<file path="src/rtl/alu_pkg.sv">
// Shared definitions for the ALU issue path: field positions, opcodes,
// flag indices and the issue FSM state encoding.
package alu_pkg;

  localparam int DATA_W  = 8;
  localparam int INSTR_W = 16;
  localparam int NREGS   = 4;
  localparam int REG_AW  = 2;
  localparam int FLAG_W  = 3;

  localparam int OP_MSB  = 15;
  localparam int OP_LSB  = 12;
  localparam int RD_MSB  = 11;
  localparam int RD_LSB  = 10;
  localparam int RS_MSB  = 9;
  localparam int RS_LSB  = 8;
  localparam int RT_MSB  = 7;
  localparam int RT_LSB  = 6;
  localparam int IMM_MSB = 7;
  localparam int IMM_LSB = 0;
  // op[3] separates register-register from register-immediate forms
  localparam int RTYPE_BIT = 15;

  localparam logic [3:0] OP_ILL0 = 4'b0000;
  localparam logic [3:0] OP_ADDI = 4'b0001;
  localparam logic [3:0] OP_SUBI = 4'b0010;
  localparam logic [3:0] OP_ANDI = 4'b0011;
  localparam logic [3:0] OP_ORI  = 4'b0100;
  localparam logic [3:0] OP_XORI = 4'b0101;
  localparam logic [3:0] OP_LLSI = 4'b0110;
  localparam logic [3:0] OP_LRSI = 4'b0111;
  localparam logic [3:0] OP_ADD  = 4'b1000;
  localparam logic [3:0] OP_SUB  = 4'b1001;
  localparam logic [3:0] OP_MUL  = 4'b1010;
  localparam logic [3:0] OP_AND  = 4'b1011;
  localparam logic [3:0] OP_OR   = 4'b1100;
  localparam logic [3:0] OP_LLS  = 4'b1101;
  localparam logic [3:0] OP_ILL1 = 4'b1110;
  localparam logic [3:0] OP_LRS  = 4'b1111;

  localparam int FLAG_N = 2;
  localparam int FLAG_Z = 1;
  localparam int FLAG_V = 0;

  typedef enum logic [1:0] {
    ST_IDLE  = 2'd0,
    ST_ISSUE = 2'd1,
    ST_DONE  = 2'd2
  } state_t;

  function automatic logic op_is_legal(input logic [3:0] op);
    return !((op == OP_ILL0) || (op == OP_ILL1));
  endfunction

endpackage

</file>
<file path="src/rtl/regfile4x8.sv">
// Four 8-bit general-purpose registers: two operand read ports, one debug
// read port and a single synchronous write port; all clear on reset.
module regfile4x8
  import alu_pkg::*;
(
  input  logic              clk,
  input  logic              rst_n,
  input  logic [REG_AW-1:0] i_ra_addr,
  output logic [DATA_W-1:0] o_ra_data,
  input  logic [REG_AW-1:0] i_rb_addr,
  output logic [DATA_W-1:0] o_rb_data,
  input  logic [REG_AW-1:0] i_dbg_addr,
  output logic [DATA_W-1:0] o_dbg_data,
  input  logic              i_we,
  input  logic [REG_AW-1:0] i_waddr,
  input  logic [DATA_W-1:0] i_wdata
);

  logic [DATA_W-1:0] r_mem [NREGS];

  always_ff @(posedge clk) begin
    if (!rst_n) begin
      for (int i = 0; i < NREGS; i++) begin
        r_mem[i] <= '0;
      end
    end else if (i_we) begin
      r_mem[i_waddr] <= i_wdata;
    end
  end

  assign o_ra_data  = r_mem[i_ra_addr];
  assign o_rb_data  = r_mem[i_rb_addr];
  assign o_dbg_data = r_mem[i_dbg_addr];

endmodule

</file>
<file path="src/rtl/alu_issue_ctrl.sv">
// Issue/writeback controller for the external combinational ALU: accepts one
// instruction, drives op/A/B for one cycle, commits result and flags.
module alu_issue_ctrl
  import alu_pkg::*;
(
  input  logic        clk,
  input  logic        rst_n,
  input  logic        instr_valid,
  output logic        instr_ready,
  input  logic [15:0] instr,
  output logic [3:0]  alu_op,
  output logic [7:0]  alu_a,
  output logic [7:0]  alu_b,
  input  logic [7:0]  alu_r,
  input  logic [2:0]  alu_flags,
  output logic [2:0]  flags_q,
  output logic        done,
  output logic        illegal,
  input  logic [1:0]  dbg_sel,
  output logic [7:0]  dbg_data
);

  // Handshake: a word transfers on a rising edge where instr_valid && instr_ready;
  // instr_ready comes only from the state register and rst_n, never from instr_valid.

  state_t              r_state;
  state_t              w_next_state;
  logic [REG_AW-1:0]   r_rd;
  logic                r_illegal;
  logic [3:0]          r_alu_op;
  logic [DATA_W-1:0]   r_alu_a;
  logic [DATA_W-1:0]   r_alu_b;
  logic [FLAG_W-1:0]   r_flags;

  logic                w_ready;
  logic                w_accept;
  logic                w_commit;
  logic                w_done;
  logic                w_illegal;
  logic [3:0]          w_op;
  logic                w_rtype;
  logic                w_op_legal;
  logic [REG_AW-1:0]   w_rd;
  logic [REG_AW-1:0]   w_rs;
  logic [REG_AW-1:0]   w_rt;
  logic [DATA_W-1:0]   w_imm;
  logic [DATA_W-1:0]   w_rs_data;
  logic [DATA_W-1:0]   w_rt_data;
  logic [DATA_W-1:0]   w_b_sel;

  assign w_op       = instr[OP_MSB:OP_LSB];
  assign w_rtype    = instr[RTYPE_BIT];
  assign w_rd       = instr[RD_MSB:RD_LSB];
  assign w_rs       = instr[RS_MSB:RS_LSB];
  assign w_rt       = instr[RT_MSB:RT_LSB];
  assign w_imm      = instr[IMM_MSB:IMM_LSB];
  assign w_op_legal = op_is_legal(w_op);
  assign w_b_sel    = w_rtype ? w_rt_data : w_imm;
  assign w_accept   = instr_valid && w_ready;

  regfile4x8 u_regfile (
    .clk        (clk),
    .rst_n      (rst_n),
    .i_ra_addr  (w_rs),
    .o_ra_data  (w_rs_data),
    .i_rb_addr  (w_rt),
    .o_rb_data  (w_rt_data),
    .i_dbg_addr (dbg_sel),
    .o_dbg_data (dbg_data),
    .i_we       (w_commit),
    .i_waddr    (r_rd),
    .i_wdata    (alu_r)
  );

  always_ff @(posedge clk) begin
    if (!rst_n) begin
      r_state <= ST_IDLE;
    end else begin
      r_state <= w_next_state;
    end
  end

  always_comb begin
    w_next_state = r_state;
    w_ready      = 1'b0;
    w_commit     = 1'b0;
    w_done       = 1'b0;
    w_illegal    = 1'b0;
    unique case (r_state)
      ST_IDLE: begin
        w_ready = rst_n;
        if (instr_valid && rst_n) begin
          w_next_state = ST_ISSUE;
        end
      end
      ST_ISSUE: begin
        w_commit     = !r_illegal;
        w_next_state = ST_DONE;
      end
      ST_DONE: begin
        w_done       = 1'b1;
        w_illegal    = r_illegal;
        w_next_state = ST_IDLE;
      end
      default: begin
        w_next_state = ST_IDLE;
      end
    endcase
  end

  // ALU inputs are loaded on accept and cleared on the following edge, so
  // they are non-zero only while in ISSUE.
  always_ff @(posedge clk) begin
    if (!rst_n) begin
      r_rd      <= '0;
      r_illegal <= 1'b0;
      r_alu_op  <= OP_ILL0;
      r_alu_a   <= '0;
      r_alu_b   <= '0;
    end else if (w_accept) begin
      r_rd      <= w_rd;
      r_illegal <= !w_op_legal;
      r_alu_op  <= w_op_legal ? w_op : OP_ILL0;
      r_alu_a   <= w_rs_data;
      r_alu_b   <= w_b_sel;
    end else begin
      r_alu_op  <= OP_ILL0;
      r_alu_a   <= '0;
      r_alu_b   <= '0;
    end
  end

  always_ff @(posedge clk) begin
    if (!rst_n) begin
      r_flags <= '0;
    end else if (w_commit) begin
      r_flags <= alu_flags;
    end
  end

  assign instr_ready = w_ready;
  assign alu_op      = r_alu_op;
  assign alu_a       = r_alu_a;
  assign alu_b       = r_alu_b;
  assign flags_q     = r_flags;
  assign done        = w_done;
  assign illegal     = w_illegal;

endmodule

</file>
<file path="config.mk">
export PLATFORM = sky130hd
export DESIGN_NAME = alu_issue_ctrl
export DESIGN_NICKNAME = d
export VERILOG_FILES = /design/src/rtl/alu_pkg.sv /design/src/rtl/regfile4x8.sv /design/src/rtl/alu_issue_ctrl.sv
export SDC_FILE = /design/constraint.sdc
export NUM_CORES = 1
export LEC_CHECK = 0
export ABC_AREA = 1
export CORE_ASPECT_RATIO = 0.6
export CORE_UTILIZATION = 50
export CTS_CLUSTER_SIZE = 16
export DETAILED_ROUTE_END_ITERATION = 8
export PLACE_DENSITY_LB_ADDON = 0.1
export SLEW_MARGIN = 20
export SYNTH_ARGS = -nofsm -noshare
export SYNTH_HDL_FRONTEND = slang
export SYNTH_SLANG_ARGS = --single-unit
export TNS_END_PERCENT = 20
</file>
<file path="constraint.sdc">
create_clock -name clk -period 1.9 [get_ports clk]
set_input_delay 0.38 -clock clk [delete_from_list [all_inputs] [get_ports clk]]
set_output_delay 0.38 -clock clk [all_outputs]
set_load 0.01 [all_outputs]
</file>
== After elaboration in Yosys (flattened, before gate mapping) ==
Memory sizes are Yosys's and may differ from the RTL's. A register that Yosys moved wholly into a read port is not among the register bits.
Index checks and enable logic that the tools add are counted.

* Eq/ne operators: 4
* Muxes and demuxes: 14
* Bitwise gates (word level): 2
* Reductions and logical operators: 10

{| class="wikitable"
|+ Operators by type and width
! operator !! number
|-
| 2-to-1 mux 8 bit || 2
|-
| 2-to-1 mux 1 bit || 9
|-
| OR reduction 8 bit || 1
|-
| == test 4 bit (second input constant) || 1
|-
| logical NOT 4 bit || 1
|-
| 2-to-1 mux 2 bit || 2
|-
| one-hot mux 2 bit (2 select lines) || 1
|-
| OR reduction 3 bit || 1
|-
| == test 2 x 1 -> 1 bit (second input constant) || 1
|-
| == test 2 bit (second input constant) || 1
|-
| logical AND 1 bit || 2
|-
| logical NOT 1 bit || 2
|-
| logical NOT 2 bit || 1
|-
| != test 2 bit (second input constant) || 1
|-
| NOT 1 bit || 2
|-
| AND reduction 2 bit || 1
|-
| logical OR 1 bit || 1
|}

* Flip-flop bits (word level): 20
* Bits in writable memories: 32
* Output and inout bits: 34
* Logic and storage cells: 37
* Memories kept: 1

{| class="wikitable"
|+ Memories
! memory !! words !! bits a word !! rd ports !! clocked after Yosys merged registers in !! wr ports !! RTL line !! source
|-
| u_regfile.r_mem || 4 || 8 || 3 || 1 || 4 || regfile4x8.sv:19 || <nowiki>logic [DATA_W-1:0] r_mem [NREGS];</nowiki>
|}

== Longest topological paths before layout ==
Gate-level depths: netlist of run 1.

* Depth in word-level cells: 7
* Gate-level depth with buffers: 7
* Depth with buffers taken out: 6

== Cells and area by module ==
From an unflattened synthesis of run 1, not the netlist that was laid out.

* Cells, all modules: 431
* Area, all modules: 3,129.3 sq um

{| class="wikitable"
|+ By module, submodules not included
! module !! instances !! cells an instance !! area an instance (sq um) !! sequential area each (sq um)
|-
| regfile4x8 || 1 || 302 || 2,142.1 || 960.9
|-
| alu_issue_ctrl || 1 || 129 || 987.2 || 560.5
|}

== Least setup slack after synthesis of run 1 ==
Ideal clock, no wire load.

* Path kind: flip-flop to flip-flop
* Start: reg r_state[0]
* End: mem u_regfile.r_mem[0][0] (enable)
* Setup time: 0.329 ns
* Arrival: 1.082 ns
* Path slack: 0.489 ns
* Cell stages (with the launch flop): 5
* Path buffers: 0
* Period minus slack after synthesis: 1.411 ns
* Cell sequence: dfxtp_1 -> nand3_4 -> nor2_8 -> nand3_4 -> nand2_1

{| class="wikitable"
|+ RTL lines
! item !! RTL line !! source
|-
| from (decl) || alu_issue_ctrl.sv:26 || <nowiki>state_t r_state;</nowiki>
|-
| from (signal assigned) || alu_issue_ctrl.sv:79 || <nowiki>r_state <= w_next_state;</nowiki>
|-
| to (decl) || regfile4x8.sv:19 ||
|}

==> impl_metrics.tcl, run 1 <==
set metrics [dict create \
    die_h_um 61.3 \
    muxShareOfSynthArea_pct 0 \
    clockBufferDepth 2 \
    layout_common_cells "nand2_1, nor2_1, clkdlybuf4s50_1" \
    grt_setup_unrepaired "no" \
    die_w_um 101 \
    crit_arrival_ns 1.35 \
    initial_utilization_pct 52.3 \
    synthTopCellsByArea "edfxtp_1, dfxtp_1, nand2_1" \
    yosys.area_share.adder_pct 0 \
    clock_latency_ns 0.34 \
    row_count 21 \
    gr-total-overflow 0 \
    synth_area_leader_cell "edfxtp_1" \
    grt_pass1_vias 2264 \
    drtIter0Drc 154 \
    maxCapViolations 0 \
    grt_pass1_wl_mm 11.4 \
    ant_nets 0 \
    finalHoldViolCount 0 \
    postCtsSetupBuffers 0 \
    postSynthCellCount 369 \
    vias_per_cell 5.10 \
    hp-class "reg -> reg" \
    diodes 0 \
    layout_commonest_cell "nand2_1" \
    drv_slew 0 \
    crit_type "reg -> out" \
    antenna_found_initial 0 \
    fmax_ghz 0.579 \
    peakVddDrop_mv 0.519 \
    dp_hpwl_mm 5.31 \
    leakagePower_nw 1.79 \
    startpoint_type "flip-flop" \
    cts_root_buffer "clkbuf_8" \
    synth_compound_area_share_pct 10.1 \
    worstMarginPinSlew_ns 0.582 \
    pin_count 66 \
    final.fill_count 460 \
    status "finished clean" \
    portBuffers 65 \
    synth-xor-area-share_pct 0 \
    ys_ff_latch 60 \
    wl_per_cell_um 13.6 \
    final_cell_count_no_fill 530 \
    post-route-min-period_ns 1.73 \
    place.gp.congestion 0.930 \
    ys_types 19 \
    synth_nets 401 \
    htree_levels 3 \
    hold_buffers 0 \
    grt_usage_pct 25.6 \
    setup_viol 0 \
    seq_area_frac_synth_pct 51.9 \
    multiInputGateArea_mm2 0.00117 \
    synth_top_family_by_area "simple AND/OR/NAND/NOR gates" \
    yosys_warnings 0 \
    firstDrtPassIters 5 \
    cts.sinks 60 \
    synth_area_per_cell_um2 7.94 \
    slew_headroom_pct 61.1 \
    yosys.area.top_type_share_pct 32.8 \
    synth_simple_gate_area_share_pct 30.0 \
    cts.clk_slew.worst_paths_ns 0.07 \
    drcViolationCount 0 \
    power_density_mw_per_mm2 810 \
    timing.final.crit_share_pct 90.8 \
    worstPathMaxFanout 2 \
    area_delta_synth_final_pct 36.8 \
    cp-end-kind "primary output" \
    dp.cells 514 \
    setup_tns_ns 0 \
    cts_tree "done" \
    die_area_mm2 0.00618 \
    drive_gt1_share_pct 11.6 \
    syn_area_mm2 0.00293 \
    grt_max_degree 33 \
    cts_made_buffers 9 \
    critPathRequiredTime_ns 1.52 \
    vias 2704 \
    clock_skew_ns 0.00827 \
    wl_mm 7.23 \
    seq_area_mm2 0.00152 \
    final_nets 477 \
    core_area_mm2 0.00560 \
]
## sequential cells by signal, indices dropped and copies added, names as in the netlist
register and flops:
alu_a 8, alu_b 8, alu_op 4, flags_q 3
r_illegal 1, r_rd 2, r_state 2, u_regfile.r_mem 32
## metrics by stage
step	total power (W)	cell area (um^2)	hold WS (ns)	util, %	setup slack, ns
2_1_floorplan	0.00173	2930	0.483	-	0.489
3_3_place_gp	0.00198	3800	0.457	67.9	-0.309
3_5_place_dp	0.00199	3800	0.468	67.9	-0.327
4_1_cts	0.00327	4020	0.480	71.9	-0.0125
5_1_grt	0.00339	4010	0.513	71.6	0.0625
6_report	0.00325	4010	0.474	71.6	0.174
## power breakdown
part	internal (W)	total, W	switching, W
clock network	0.000808	0.00130	0.000487
logic	0.000222	0.000469	0.000247
registers	0.00143	0.00148	0.0000499
total	0.00246	0.00325	0.000784
## critical path, cell delays in order, from the launching register on
cell and delay (ns):
edfxtp_1 0.47, inv_1 0.12, nand2_1 0.06, o211ai_1 0.07, nand2_1 0.07, clkdlybuf4s15_1 0.22
## final cells by class
type / instances / share of cell area (%)
repair buffers: 81 / 20.5
clock inverters: 4 / 1.81
inverters: 43 / 4.03
multi-input cells: 250 / 29.3
well taps: 80 / 2.50
clock buffers: 12 / 3.87
flip-flops and latches: 60 / 38.0
## path summary, 6_finish.rpt
| path | end | depth (start not counted) | start | slack [ns] |
|---|---|---|---|---|
| hold reg to reg | flags_q[0] | 2 | flags_q[0] | 0.47 |
| setup / recovery | dbg_data[2] | 5 | u_regfile.r_mem[3][2] | 0.17 |
| hold / removal | flags_q[0] | 2 | flags_q[0] | 0.47 |
| setup reg to reg | u_regfile.r_mem[3][3] | 5 | r_state[1] | 0.50 |
## metal layers
layer / wire (um) / global-route usage, % / part of all wire (%)
met3: 748 / 8.74 / 10
met2: 2960 / 34.1 / 41
met1: 3430 / 38.7 / 47
met4: 85 / 7.45 / 1.2
met5: 0 / 0 / 0
## synth_stat cells, drive strengths merged
library cell and count:
a21oi 24, buf 8, clkbuf 8, dfxtp 28
edfxtp 32, inv 43, nand2 101, nand3 28
nand4 1, nor2 61, nor3 2, o211ai 16
o21ai 11, or2 6
## kinds of logic after synthesis
family | count (synthesis)
AO/OA/AOI/OAI | 51
buffers and inverters | 59
flip-flops | 60
AND/OR/NAND/NOR | 199
## timing repair
item                       CTS  global route
setup endpoints to repair    9            10
pin swaps                    0             0
resized for setup           15            14
(Power assumes the default switching activity.)
==> run 2, diff against run 1 <==
--- a/config.mk
+++ b/config.mk
@@ -7,6 +7,7 @@
 export LEC_CHECK = 0
 export ABC_AREA = 1
+export CAP_MARGIN = 20
 export CORE_ASPECT_RATIO = 0.6
-export CORE_UTILIZATION = 50
+export CORE_UTILIZATION = 45
 export CTS_CLUSTER_SIZE = 16
 export DETAILED_ROUTE_END_ITERATION = 8
==> constraint.sdc (replaced) <==
create_clock -name clk -period 1.9 [get_ports clk]
set_input_delay 0.285 -clock clk [delete_from_list [all_inputs] [get_ports clk]]
set_output_delay 0.285 -clock clk [all_outputs]
set_load 0.01 [all_outputs]
==> run 2 against run 1 <==
Net effect: clock skew about the same; critical path depth increased by 1; count of clock-buffer cells in the layout decreased by 1; critical path type is now in -> out; critical endpoint is now dbg_data[5]; largest cell class unchanged.
==> impl_metrics.tcl, run 2 (synthesized netlist as in run 1, its figures left out) <==
set metrics [dict create \
    status "finished clean" \
    power.share.clock_pct 39.4 \
    die_h_um 64.5 \
    area_delta_synth_final_pct 34.4 \
    power_density_mw_per_mm2 807 \
    drive_gt1_share_pct 9.19 \
    crit_arrival_ns 1.45 \
    cts_tree "done" \
    ant_nets 0 \
    layout_commonest_cell "nand2_1" \
    finalHoldViolCount 0 \
    cts_root_buffer "clkbuf_8" \
    final.fill_count 535 \
    critPathRequiredTime_ns 1.62 \
    initial_utilization_pct 47.3 \
    p_comb_share_pct 14.0 \
    leakagePower_nw 1.74 \
    p_seq_share_pct 46.6 \
    holdPathStages 2 \
    largest_reg_flops 32 \
    post-route-min-period_ns 1.73 \
    startpoint_type "primary input" \
    place.gp.congestion 0.928 \
    timing.final.crit_share_pct 91.2 \
    gr-total-overflow 0 \
    setup_slack_ns 0.168 \
    hold_ws_ns 0.475 \
    dp_hpwl_mm 5.28 \
    cts.clk_slew.worst_paths_ns 0.07 \
    cp-end-kind "primary output" \
    final_nets 473 \
    slew_headroom_pct 65.9 \
    cts.sinks 60 \
    switching_share_pct 25.0 \
    row_count 22 \
    portBuffers 65 \
    internal-power_w 0.00238 \
    grt_setup_unrepaired "no" \
    drcViolationCount 0 \
    maxCapViolations 0 \
    grt_pass1_wl_mm 11.2 \
    fmax_ghz 0.577 \
    worstPathMaxFanout 16 \
    worstMarginPinSlew_ns 0.510 \
    die_w_um 106 \
    reg2reg_depth 5 \
    cts_made_buffers 9 \
    clock_latency_ns 0.34 \
    hp-class "reg -> reg" \
    die_area_mm2 0.00685 \
    setup_viol 0 \
    wl_per_cell_um 13.0 \
    antenna_found_initial 0 \
    grt_max_degree 33 \
    pin_count 66 \
    clockBufferDepth 2 \
    wl_mm 6.88 \
    largest-register "u_regfile.r_mem" \
    vias_per_cell 4.91 \
    dp.cells 514 \
    peakVddDrop_mv 0.471 \
    htree_levels 3 \
    grt_usage_pct 21.8 \
    final_cell_count_no_fill 530 \
    switchingPower_w 0.000796 \
    crit_type "in -> out" \
    diodes 0 \
    drv_slew 0 \
    clock_skew_ns 0.00814 \
    pre_cts_ws_ns -0.153 \
    core_area_mm2 0.00619 \
    cpMaxStageDelayCell "clkdlybuf4s50_1" \
    vias 2604 \
    drtIter0Drc 141 \
    layout_common_cells "nand2_1, nor2_1, clkdlybuf4s50_1" \
    path_cells "clkdlybuf4s50_1 > buf_12 > a21oi_1 > o21ai_0 > nand2_1 > dlygate4sd2_1" \
    firstDrtPassIters 5 \
    worst_path_largest_cell_delay_ns 0.45 \
    grt_pass1_vias 2269 \
]
run 2: worst paths after layout:
| kind | startpoint | to | slack, ns |
|---|---|---|---|
| hold / removal | flags_q[0] | flags_q[0] | 0.48 |
| setup reg to reg | r_state[1] | u_regfile.r_mem[2][3] | 0.42 |
| hold reg to reg | flags_q[0] | flags_q[0] | 0.48 |
| setup / recovery | dbg_sel[1] | dbg_data[5] | 0.17 |
run 2: worst max-delay path, delay by kind of cell:
family | cells | cell delay [ns]
AND/OR/NAND/NOR | 1 | 0.06
AO/OA/AOI/OAI | 2 | 0.22
buffers and inverters | 3 | 0.88
run 2: metal layers:
layer	vias up	share of wire, %	GRT usage, %	wire length, um
li1	1332	-	-	-
met1	1117	50	34.4	3440
met2	144	37	27.1	2560
met3	11	11	5.94	787
met4	0	1.4	8.85	98
met5	-	0	0	0
run 2: final cells by class:
type / instances / area (um^2) / area share, %
clock buffer: 11 / 131 / 3.34
clock inverter: 5 / 85.1 / 2.16
inverter: 43 / 161 / 4.10
multi-input combinational: 250 / 1170 / 29.8
sequential: 60 / 1520 / 38.6
tap: 84 / 105 / 2.67
timing repair buffer: 77 / 759 / 19.3
run 2: metrics by stage:
stage	setup TNS [ns]	area [um^2]	util, %	total power [W]
2_1_floorplan	0	2930	-	0.00173
3_3_place_gp	-0.782	3730	60.2	0.00196
3_5_place_dp	-1.12	3730	60.2	0.00196
4_1_cts	0	3930	63.5	0.00320
5_1_grt	0	3940	63.6	0.00333
6_report	0	3940	63.6	0.00318
run 2: power groups by stage:
stage / Sequential [W] / Clock, W / Combinational (W)
3_3_place_gp: 0.00151 / 0 / 0.000452
5_1_grt: 0.00148 / 0.00135 / 0.000497
6_report: 0.00148 / 0.00125 / 0.000446
3_5_place_dp: 0.00151 / 0 / 0.000459
4_1_cts: 0.00148 / 0.00128 / 0.000448
2_1_floorplan: 0.00150 / 0 / 0.000235
run 2: timing repair:
item | CTS | global route
pin swaps | 0 | 0
buffers inserted | 0 | 0
setup endpoints to repair | 8 | 2
resized for setup | 9 | 2
hold buffers | 0 | 0
endpoints found under the hold margin | 0 | 0
